## src/rtl/uart_tx_pkg.sv

```systemverilog
// Shared definitions for the memory-mapped UART transmitter: register
// offsets, STATUS bit positions and the serializer state encoding.
package uart_tx_pkg;

  localparam logic [31:0] TXDATA_OFS = 32'd0;
  localparam logic [31:0] STATUS_OFS = 32'd4;

  localparam int STAT_BUSY  = 0;
  localparam int STAT_FULL  = 1;
  localparam int STAT_EMPTY = 2;
  localparam int STAT_OVF   = 3;

  typedef enum logic [1:0] {
    IDLE  = 2'd0,
    START = 2'd1,
    DATA  = 2'd2,
    STOP  = 2'd3
  } txState_e;

endpackage

```

## src/rtl/uart_tx_fifo.sv

```systemverilog
// Small synchronous byte FIFO feeding the serializer. Pointers carry one
// extra wrap bit so full and empty are told apart without a separate counter.
// The head entry is presented on dout before it is popped.
module uart_tx_fifo
  import uart_tx_pkg::*;
#(
  parameter int DEPTH = 4
) (
  input  logic       clk,
  input  logic       rst,
  input  logic       push,
  input  logic [7:0] din,
  input  logic       pop,
  output logic [7:0] dout,
  output logic       full,
  output logic       empty
);

  localparam int AW = $clog2(DEPTH);
  localparam logic [AW:0] PTR_ONE = (AW + 1)'(1);

  logic [AW:0] wrPtr_q, wrPtr_d;
  logic [AW:0] rdPtr_q, rdPtr_d;
  logic [7:0]  mem_q [DEPTH];
  logic        doPush;
  logic        doPop;

  assign full   = (wrPtr_q[AW] != rdPtr_q[AW]) && (wrPtr_q[AW-1:0] == rdPtr_q[AW-1:0]);
  assign empty  = (wrPtr_q == rdPtr_q);
  assign doPush = push && !full;
  assign doPop  = pop && !empty;
  assign dout   = mem_q[rdPtr_q[AW-1:0]];

  // Advance each pointer independently; a push and a pop on one edge leave the count unchanged.
  always_comb begin
    wrPtr_d = wrPtr_q;
    rdPtr_d = rdPtr_q;
    if (doPush) wrPtr_d = wrPtr_q + PTR_ONE;
    if (doPop)  rdPtr_d = rdPtr_q + PTR_ONE;
  end

  // Pointer registers; clearing them discards anything still queued.
  always_ff @(posedge clk) begin
    if (rst) begin
      wrPtr_q <= '0;
      rdPtr_q <= '0;
    end else begin
      wrPtr_q <= wrPtr_d;
      rdPtr_q <= rdPtr_d;
    end
  end

  // Storage array needs no reset because the pointers alone define validity.
  always_ff @(posedge clk) begin
    if (doPush) mem_q[wrPtr_q[AW-1:0]] <= din;
  end

endmodule

```

## src/rtl/uart_tx_peripheral.sv

```systemverilog
// Memory-mapped 8N1 UART transmitter. Bytes stored to TXDATA are queued in a
// FIFO and shifted out LSB first; STATUS reports busy/full/empty/overflow.
module uart_tx_peripheral
  import uart_tx_pkg::*;
#(
  parameter int unsigned CLKS_PER_BIT = 434,
  parameter int unsigned FIFO_DEPTH   = 4,
  parameter logic [31:0] BASE_ADDR    = 32'h1001_0030
) (
  input  logic        clk,
  input  logic        rst,
  input  logic [31:0] Adr_in,
  input  logic        MemWrite_in,
  input  logic [31:0] Data_in,
  output logic [31:0] Data_out,
  output logic        tx_out,
  output logic        tx_busy
);

  localparam int unsigned CW = $clog2(CLKS_PER_BIT);
  localparam logic [CW-1:0] BAUD_LOAD = CW'(CLKS_PER_BIT - 1);
  localparam logic [CW-1:0] BAUD_ONE  = CW'(1);
  localparam logic [31:0] TXDATA_ADDR = BASE_ADDR + TXDATA_OFS;
  localparam logic [31:0] STATUS_ADDR = BASE_ADDR + STATUS_OFS;

  txState_e      state_q, state_d;
  logic [CW-1:0] baud_q, baud_d;
  logic [2:0]    bitIdx_q, bitIdx_d;
  logic [7:0]    shift_q, shift_d;
  logic          ovf_q, ovf_d;

  logic          wrTxData;
  logic          wrStatus;
  logic          fifoPop;
  logic          fifoFull;
  logic          fifoEmpty;
  logic [7:0]    fifoDout;
  logic          unusedDataHi;

  assign wrTxData     = MemWrite_in && (Adr_in == TXDATA_ADDR);
  assign wrStatus     = MemWrite_in && (Adr_in == STATUS_ADDR);
  assign unusedDataHi = ^Data_in[31:8];

  uart_tx_fifo #(
    .DEPTH(FIFO_DEPTH)
  ) u_fifo (
    .clk  (clk),
    .rst  (rst),
    .push (wrTxData),
    .din  (Data_in[7:0]),
    .pop  (fifoPop),
    .dout (fifoDout),
    .full (fifoFull),
    .empty(fifoEmpty)
  );

  // Sticky overflow: set by a dropped TXDATA write, cleared by writing 1 to its STATUS bit.
  always_comb begin
    ovf_d = ovf_q;
    if (wrTxData && fifoFull) begin
      ovf_d = 1'b1;
    end else if (wrStatus && Data_in[STAT_OVF]) begin
      ovf_d = 1'b0;
    end
  end

  // Serializer state register together with its baud, bit and shift datapath.
  always_ff @(posedge clk) begin
    if (rst) begin
      state_q  <= IDLE;
      baud_q   <= '0;
      bitIdx_q <= '0;
      shift_q  <= '0;
      ovf_q    <= 1'b0;
    end else begin
      state_q  <= state_d;
      baud_q   <= baud_d;
      bitIdx_q <= bitIdx_d;
      shift_q  <= shift_d;
      ovf_q    <= ovf_d;
    end
  end

  // Next-state logic: each bit period ends when the baud counter reaches zero.
  always_comb begin
    state_d  = state_q;
    baud_d   = baud_q;
    bitIdx_d = bitIdx_q;
    shift_d  = shift_q;
    fifoPop  = 1'b0;
    case (state_q)
      IDLE: begin
        baud_d = '0;
        if (!fifoEmpty) begin
          fifoPop = 1'b1;
          shift_d = fifoDout;
          baud_d  = BAUD_LOAD;
          state_d = START;
        end
      end
      START: begin
        if (baud_q == '0) begin
          baud_d   = BAUD_LOAD;
          bitIdx_d = '0;
          state_d  = DATA;
        end else begin
          baud_d = baud_q - BAUD_ONE;
        end
      end
      DATA: begin
        if (baud_q == '0) begin
          baud_d  = BAUD_LOAD;
          shift_d = {1'b0, shift_q[7:1]};
          if (bitIdx_q == 3'd7) begin
            state_d = STOP;
          end else begin
            bitIdx_d = bitIdx_q + 3'd1;
          end
        end else begin
          baud_d = baud_q - BAUD_ONE;
        end
      end
      STOP: begin
        if (baud_q == '0) begin
          if (!fifoEmpty) begin
            fifoPop = 1'b1;
            shift_d = fifoDout;
            baud_d  = BAUD_LOAD;
            state_d = START;
          end else begin
            baud_d  = '0;
            state_d = IDLE;
          end
        end else begin
          baud_d = baud_q - BAUD_ONE;
        end
      end
      default: begin
        baud_d  = '0;
        state_d = IDLE;
      end
    endcase
  end

  // Line level and busy flag decoded from the current state.
  always_comb begin
    tx_out  = 1'b1;
    tx_busy = (state_q != IDLE);
    case (state_q)
      IDLE:    tx_out = 1'b1;
      START:   tx_out = 1'b0;
      DATA:    tx_out = shift_q[0];
      STOP:    tx_out = 1'b1;
      default: tx_out = 1'b1;
    endcase
  end

  // Read mux: only STATUS returns data, TXDATA and unmapped addresses read zero.
  always_comb begin
    Data_out = '0;
    if (Adr_in == STATUS_ADDR) begin
      Data_out[STAT_BUSY]  = tx_busy;
      Data_out[STAT_FULL]  = fifoFull;
      Data_out[STAT_EMPTY] = fifoEmpty;
      Data_out[STAT_OVF]   = ovf_q;
    end
  end

endmodule

```

## config.mk

```make
export PLATFORM = sky130hd
export DESIGN_NAME = uart_tx_peripheral
export DESIGN_NICKNAME = d
export VERILOG_FILES = /design/src/rtl/uart_tx_pkg.sv /design/src/rtl/uart_tx_fifo.sv /design/src/rtl/uart_tx_peripheral.sv
export SDC_FILE = /design/constraint.sdc
export NUM_CORES = 1
export LEC_CHECK = 0
export ABC_AREA = 1
export BUFFER_PORTS_ARGS = -buffer_cell sky130_fd_sc_hd__buf_2
export CAP_MARGIN = 40
export CORE_ASPECT_RATIO = 0.9
export CORE_MARGIN = 4
export CORE_UTILIZATION = 45
export DETAILED_ROUTE_END_ITERATION = 16
export PLACE_DENSITY = 0.85
export SYNTH_ARGS = -nofsm -noshare
export SYNTH_HDL_FRONTEND = slang
export SYNTH_SLANG_ARGS = --single-unit
```

## constraint.sdc

```tcl
create_clock -name clk -period 1.8 [get_ports clk]
set_input_delay 0.09 -clock clk [delete_from_list [all_inputs] [get_ports clk]]
set_output_delay 0.09 -clock clk [all_outputs]
set_load 0.05 [all_outputs]
```

=== Yosys cells after proc, flatten, opt, wreduce, memory -nomap -nowiden ===
Memory sizes are Yosys's and may differ from the RTL's. A register that Yosys moved wholly into a read port is not among the register bits.
Cells that the tools add are included.

* Flip-flop bits (word level): 29
* Bits in writable memories: 32
* Output and inout port bits: 34
* Logic and storage cells: 77
* Bits of input ports: 67
* Memories: 1

{| class="wikitable"
|+ Memory list
! name !! words !! width !! rd ports !! clocked after Yosys merged registers in !! write ports !! RTL line !! text
|-
| u_fifo.mem_q || 4 || 8 || 1 || 1 || 1 || uart_tx_fifo.sv:24 || <nowiki>logic [7:0] mem_q [DEPTH];</nowiki>
|}

* Add/sub/neg operators: 4
* Mux-type cells: 30
* Reduce and logical (&&, ||, !) cells: 20
* Equality and inequality tests: 15

{| class="wikitable"
|+ Operator list
! operator !! number
|-
| == test 32 x 29 -> 1 bit, second input constant || 2
|-
| two-way mux 9 bit || 3
|-
| one-hot mux 9 bit (3 select lines) || 1
|-
| two-way mux 8 bit || 3
|-
| one-hot mux 8 bit (3 select lines) || 1
|-
| two-way mux 2 bit || 7
|-
| inequality test 2 bit, second input constant || 6
|-
| adder 3 x 1 -> 3 bit, second input constant || 3
|-
| zero test 9 bit || 1
|-
| two-way mux 3 bit || 3
|-
| subtractor 9 x 1 -> 9 bit, second input constant || 1
|-
| one-hot mux 2 bit (4 select lines) || 1
|-
| logical AND 1 bit || 7
|-
| two-way mux 1 bit || 7
|-
| one-hot mux 3 bit (2 select lines) || 1
|-
| nonzero test 2 bit || 3
|-
| AND reduction 5 bit || 1
|-
| == test 2 bit, second input constant || 2
|-
| two-way mux 4 bit || 1
|-
| AND reduction 4 bit || 1
|-
| OR reduction 2 bit || 2
|-
| == test 3 bit || 1
|-
| == test 3 bit, second input constant || 1
|-
| one-hot mux 1 bit (3 select lines) || 1
|-
| 8 further kinds || 9
|}

=== Longest topological paths before layout ===
Gate-level depths: netlist of run 1.

* Depth in word-level cells: 7
* Depth in mapped cells: 12
* Gate-level depth less buffers: 11

=== By module ===
From an unflattened synthesis of run 1, not the netlist that was laid out.

* Cells, all modules: 457
* Area total of the unflattened synthesis: 3538.4 um2

{| class="wikitable"
|+ Modules (own cells, without submodules)
! module !! cells each !! instances !! sequential area each (um2) !! area each (um2)
|-
| uart_tx_peripheral || 308 || 1 || 460.4 || 1859.3
|-
| uart_tx_fifo || 149 || 1 || 1121.1 || 1679.1
|}

=== Least setup slack after synthesis of run 1 ===
Ideal clock, no wire load.

* Path kind: register to output
* Start: register state_q[0]
* End: output tx_out
* Setup slack: -78 ps
* Data arrival time: 1788 ps
* Data required time: 1710 ps
* Path buffers: 1
* Stages on the path, launching flop included: 6
* Cells stage by stage: dfxtp_1 -> inv_1 -> ha_1 -> clkbuf_1 -> nand2_1 -> a21oi_1

* Word-level cells in the longest chain between the ends: 3
* Elaborated cells on any way between the ends: 6
* Those cells by class: eq/ne: 3; mux: 1; reduce/logical: 2

{| class="wikitable"
|+ RTL lines
! what !! RTL line !! text
|-
| from (decl) || uart_tx_peripheral.sv:26 || <nowiki>txState_e state_q, state_d;</nowiki>
|-
| from (signal assigned) || uart_tx_peripheral.sv:76 || <nowiki>state_q <= state_d;</nowiki>
|-
| == test 2 bit / zero test 2 bit (equally long branches) || uart_tx_peripheral.sv:149 || <nowiki>case (state_q)</nowiki>
|-
| OR reduction 2 bit (no source line) || - ||
|-
| one-hot mux 1 bit (3 select lines) (*) || uart_tx_peripheral.sv:149 ||
|-
| to (decl) || uart_tx_peripheral.sv:16 || <nowiki>output logic tx_out,</nowiki>
|}

Mark *: on every way between the ends. The rest lies on a longest branch, timed or not.

=== Worst setup path in the final report of run 1 ===
* Start: register state_q[1]
* End: output tx_out

The elaborated chain is that of the path after synthesis.

==> metrics, run 1 <==
leading register cell type out of synthesis=edfxtp_1; core area=between 7000 and 8000 µm²; CTS H-Tree Depth=3; clk root buf=clkbuf_8; Nets=between 500 and 600; Worst Setup Start Kind=flip-flop; clock sinks=63; Die H=around 92 µm; Leak Pwr=approximately 1.8 nW; drt initial violations=100; hold_ws=roughly 0.055 ns; status=completed; drt total wl=7340 µm; highest routed layer=met4; Clk Latency, worst-skew pair=~0.34 ns; Crit Path Class=reg2out; initial antenna violation count=0; CP Data Required Time=about 1.7 ns; vias in the first global route=around 2800; grt total ovfl=0; Slew Limit Fails=0; cell area after layout=4150 µm²; Synth Instances=443; skew final=roughly 0.011 ns; largest net degree at the start of global routing=17; crit-path max FO=5; Initial Utilization=a little under half; DR DRC count=0; Final Hold Fails=0; crit share post-route=between 90% and 100%; ys async rst share=0%; synthesized flop and latch total=63; placed insts=between 500 and 600; Register Area=about 1600 µm²; fraction of layout instances using a drive strength above 1=around a fifth; CTS buffer count=9; RSZ-0062 raised after global routing=no; worst slack at placement=around 0.13 ns; synth warn=0; HP Class=in2reg; Final setup viols=0; Total GRT Usage=around 16%; post-layout minimum cycle time=1.72 ns; Antenna Nets Post-Route=0; met2 wire length=~3700 µm; Die ar.=9340 µm²; post-DR vias/cell=a little under 5; first-pass GRT wire length=approximately 12000 µm; Util after Layout=between 50 and 60%; Metal-1 WL=3010 µm; fmax=583 MHz; Synth area leader=edfxtp_1; total design power=4.25 mW; multi-input logic area=between 1500 and 2000 µm²; sequential share of the synthesized area=44.8%; WL per Instance=between 10 and 15 µm; CTS Buffer Depth=2; TNS Setup=0 ns; Critical Path AT=between 1.5 and 2 ns; row cnt=30; Synth top cells by count=nor2_1 (96), nand2_1 (85), edfxtp_1 (32), dfxtp_1 (31), inv_1 (29); top cell type's share of synthesized area=between 20 and 30%; Post-DP HPWL=~5200 µm; port buffer count=48; die width=about 100 µm; area post-placement=3830 µm²; area of the mapped netlist=3530 µm²; global placement routability congestion=between 0.8 and 0.9; Area contributors post-synth=edfxtp_1 (27%), dfxtp_1 (18%), nor2_1 (10%); syn avg cell area=approximately 8 µm²; CP endpoint kind=output port; Power Dens Cells=~1000 nW/µm²; synth unique cells=36; postcts setup bufs=0; CTS tree=built; worst setup margin=around 0.084 ns; CTS clk-pin slew, worst paths=roughly 0.08 ns; metal3 WL=slightly below 500 µm; vias=approximately 3000; Peak VDD IR=~0.53 mV; post-route insts no fill=between 600 and 700; I/O pin total=about 100; Area Overhead vs Synth=17.5%; fill cell count=around 670; MaxCap Viol Count=0; number of synthesized flops with an enable pin=32; First-pass DRT Iterations=5; most common cell in the netlist=nor2_1; n_diodes=0
-- path summary, 6_finish.rpt --
check,startpoint,to,slack [ns],cells after the start
min reg2reg,ovf_q,ovf_q,0.47,2
max,state_q[1],tx_out,0.08,4
min,MemWrite_in,u_fifo.wrPtr_q[2],0.05,3
max reg2reg,baud_q[1],flip-flop,0.17,11
-- logic make-up after synthesis --
logic type | Yosys count | share of synthesized area (%)
buffers and inverters | 69 | 10.8
other | 1 | 0.106
and+or+nand+nor | 236 | 29.7
AOI/OAI and AO/OA | 55 | 8.61
xor gates and xnor gates | 6 | 1.49
DFF | 63 | 44.8
adders and majority gates | 13 | 4.60
-- routing by layer --
metal / track usage, % / vias to the layer above
li1: - / 1517
met3: 4.03 / 13
met5: 0 / -
met1: 18.8 / 1368
met4: 5.98 / 0
met2: 29.2 / 98
-- sequential cells by signal, indices dropped and copies added (netlist names), named ones only --
name and cells:
ovf_q 1, u_fifo.rdPtr_q 3, u_fifo.wrPtr_q 3, baud_q 9, bitIdx_q 3, u_fifo.mem_q 32
shift_q 8, state_q 2
-- cells in the final DEF (no fill, tap or decap), types with 2 or more instances in the layout --
cell and count:
a21boi_0 6, a21oi_1 11, buf_2 46, buf_4 9, buf_6 2, clkbuf_8 9
conb_1 28, dfxtp_1 30, dlygate4sd3_1 8, edfxtp_1 32, ha_1 12, inv_1 28
inv_2 4, inv_6 4, nand2_1 83, nand2_2 5, nand3_1 19, nand3b_1 3
nand4_1 5, nor2_1 96, nor2_2 13, nor2_4 5, o21ai_0 25, o21ai_1 8
xor2_1 5
-- repair_timing --
item	4_1_cts	5_1_grt
setup endpoints to repair	2	15
pin swaps	0	1
resized for setup	4	8
hold endpoints to repair	31	0
hold buffers	8	0
-- layout make-up --
class,count,area share (%)
Clock inverter,7,1.87
Multi-Input combinational cell,338,41.0
Tap cell,96,2.89
Sequential cell,63,38.1
Clock buffer,9,2.98
Timing Repair Buffer,66,10.1
Inverter,33,2.98
-- power breakdown --
group	total [mW]	leakage [nW]	switching (mW)	internal, mW
Combinational	1.30	1.19	0.847	0.449
Clock	1.27	0.101	0.618	0.656
Sequential	1.68	0.539	0.0806	1.60
Total	4.25	1.83	1.55	2.70
-- critical path, cell delays in order, from the launching register on --
cell and delay (ns):
dfxtp_1 0.44, inv_1 0.10, ha_1 0.35, a21oi_2 0.22
buf_6 0.18
No activity file was read; power rests on OpenSTA's default activity.
==> run 2: changes to the inputs <==
--- a/config.mk
+++ b/config.mk
@@ -6,13 +6,13 @@
 export NUM_CORES = 1
 export LEC_CHECK = 0
 export ABC_AREA = 1
-export BUFFER_PORTS_ARGS = -buffer_cell sky130_fd_sc_hd__buf_2
 export CAP_MARGIN = 40
 export CORE_ASPECT_RATIO = 0.9
 export CORE_MARGIN = 4
 export CORE_UTILIZATION = 45
 export DETAILED_ROUTE_END_ITERATION = 16
-export PLACE_DENSITY = 0.85
+export DONT_BUFFER_PORTS = 1
+export PLACE_DENSITY = 0.74
 export SYNTH_ARGS = -nofsm -noshare
 export SYNTH_HDL_FRONTEND = slang
 export SYNTH_SLANG_ARGS = --single-unit
==> metrics, run 2 (synthesized netlist as in run 1, its figures left out) <==
status=completed; total design power=4.33 mW; Final Hold Fails=0; Peak VDD IR=approximately 0.70 mV; port buffer count=0; CTS Buffer Depth=2; post-layout minimum cycle time=between 1.5 and 2 ns; Critical Path AT=about 1.6 ns; I/O pin total=just over 100; Slew Limit Headroom=between 60% and 70%; clk root buf=clkbuf_8; WL per Instance=~12 µm; initial antenna violation count=0; Largest register FFs=32; Area Overhead vs Synth=13.6%; Post-DP HPWL=about 5100 µm; CTS buffer count=9; CP Data Required Time=around 1.7 ns; crit share post-route=roughly 94%; MaxCap Viol Count=0; skew final=approximately 0.0090 ns; Clk Latency, worst-skew pair=approximately 0.35 ns; RSZ-0062 raised after global routing=no; largest net degree at the start of global routing=17; row cnt=30; DR DRC count=0; hold_ws=around 0.033 ns; crit-path max FO=10; vias in the first global route=2731; core area=around 7600 µm²; post-DR vias/cell=just under 5; clock sinks=63; CTS H-Tree Depth=3; grt total ovfl=0; Antenna Nets Post-Route=0; CTS tree=built; Worst Setup Start Kind=flip-flop; Slew Limit Fails=0; drt initial violations=176; HP Class=in2reg; Total GRT Usage=16.2%; First-pass DRT Iterations=5; Leak Pwr=approximately 1.7 nW; Final setup viols=0; Die ar.=~9300 µm²; fraction of layout instances using a drive strength above 1=between 10 and 15%; Nets=about 550; drt total wl=between 7000 and 8000 µm; Util after Layout=a little over half; Die H=about 92 µm; die width=between 100 and 150 µm; fmax=between 500 and 600 MHz; global placement routability congestion=0.802; vias=2796; Initial Utilization=between 40 and 50%; CP endpoint kind=output port; actual slew at the worst max-slew pin=approximately 0.51 ns; commonest cells after routing, fill and taps aside=nor2_1 (96), nand2_1 (83), edfxtp_1 (32); n_diodes=0; TNS Setup=0 ns; first-pass GRT wire length=approximately 12000 µm; worst setup margin=slightly above 0.1 ns; Power Dens Cells=between 1000 and 1500 nW/µm²; worst slack at placement=between 0.15 and 0.2 ns; Crit Path Class=reg2out; most common cell after layout, fill and taps aside=nor2_1; CTS clk-pin slew, worst paths=0.08 ns
## run 2: changes by cell type in the layout (fill, tap and decap cells not counted)
cell	previous run	this run
buf_2	46	0
buf_4	9	12
buf_6	2	3
bufinv_16	1	2
clkinv_2	1	0
clkinv_4	0	1
dfxtp_1	30	29
dfxtp_2	1	2
dlygate4sd3_1	8	12
inv_1	28	29
inv_2	4	3
inv_6	4	3
nor2_2	13	15
nor2_4	5	3
## run 2: metal layers
metal | routed length [µm] | global-route usage, %
met4 | 121 | 4.98
met2 | 3590 | 27.3
met1 | 3020 | 19.0
met3 | 435 | 5.78
met5 | 0 | 0
## run 2: area by class of cell
class                   count  area (µm²)
fillers                   682        3570
flip-flops and latches     63        1580
inverters                  33         124
clock buffers               9         124
repair buffers             28         264
clock inverters             7         103
well taps                  96         120
multi-input cells         338        1690
## run 2: report_power, final
group,total [mW],internal [mW],switching [mW]
Sequential,1.68,1.60,0.0798
Combinational,1.25,0.430,0.820
Clock,1.41,0.795,0.612
## run 2: final timing paths
path	startpoint	endpoint	slack (ns)	cells after the start
setup / recovery	state_q[0]	tx_out	0.10	6
hold / removal	MemWrite_in	ovf_q	0.03	5
hold reg to reg	ovf_q	ovf_q	0.46	2
setup reg to reg	baud_q[1]	u_fifo.rdPtr_q[0]	0.18	11
## run 2: metrics by stage
step,cell area (µm²),instances
6_report,4010,574
5_1_grt,4010,574
4_1_cts,3990,574
3_5_place_dp,3630,546
3_3_place_gp,3630,546
2_1_floorplan,3640,470
## run 2: timing repair
item / in CTS / in global routing
endpoints found under the hold margin: 44 / 0
buffers inserted: 0 / 0
hold buffers: 12 / 0
endpoints found under the setup margin: 1 / 2
resized for setup: 3 / 6
pin swaps: 0 / 2
## run 2: worst max-delay path: stages, from the launching register on
cell and delay [ns]:
dfxtp_2 0.35, inv_1 0.15, ha_4 0.20, buf_6 0.15
nand2_1 0.07, a21oi_2 0.16, buf_6 0.18
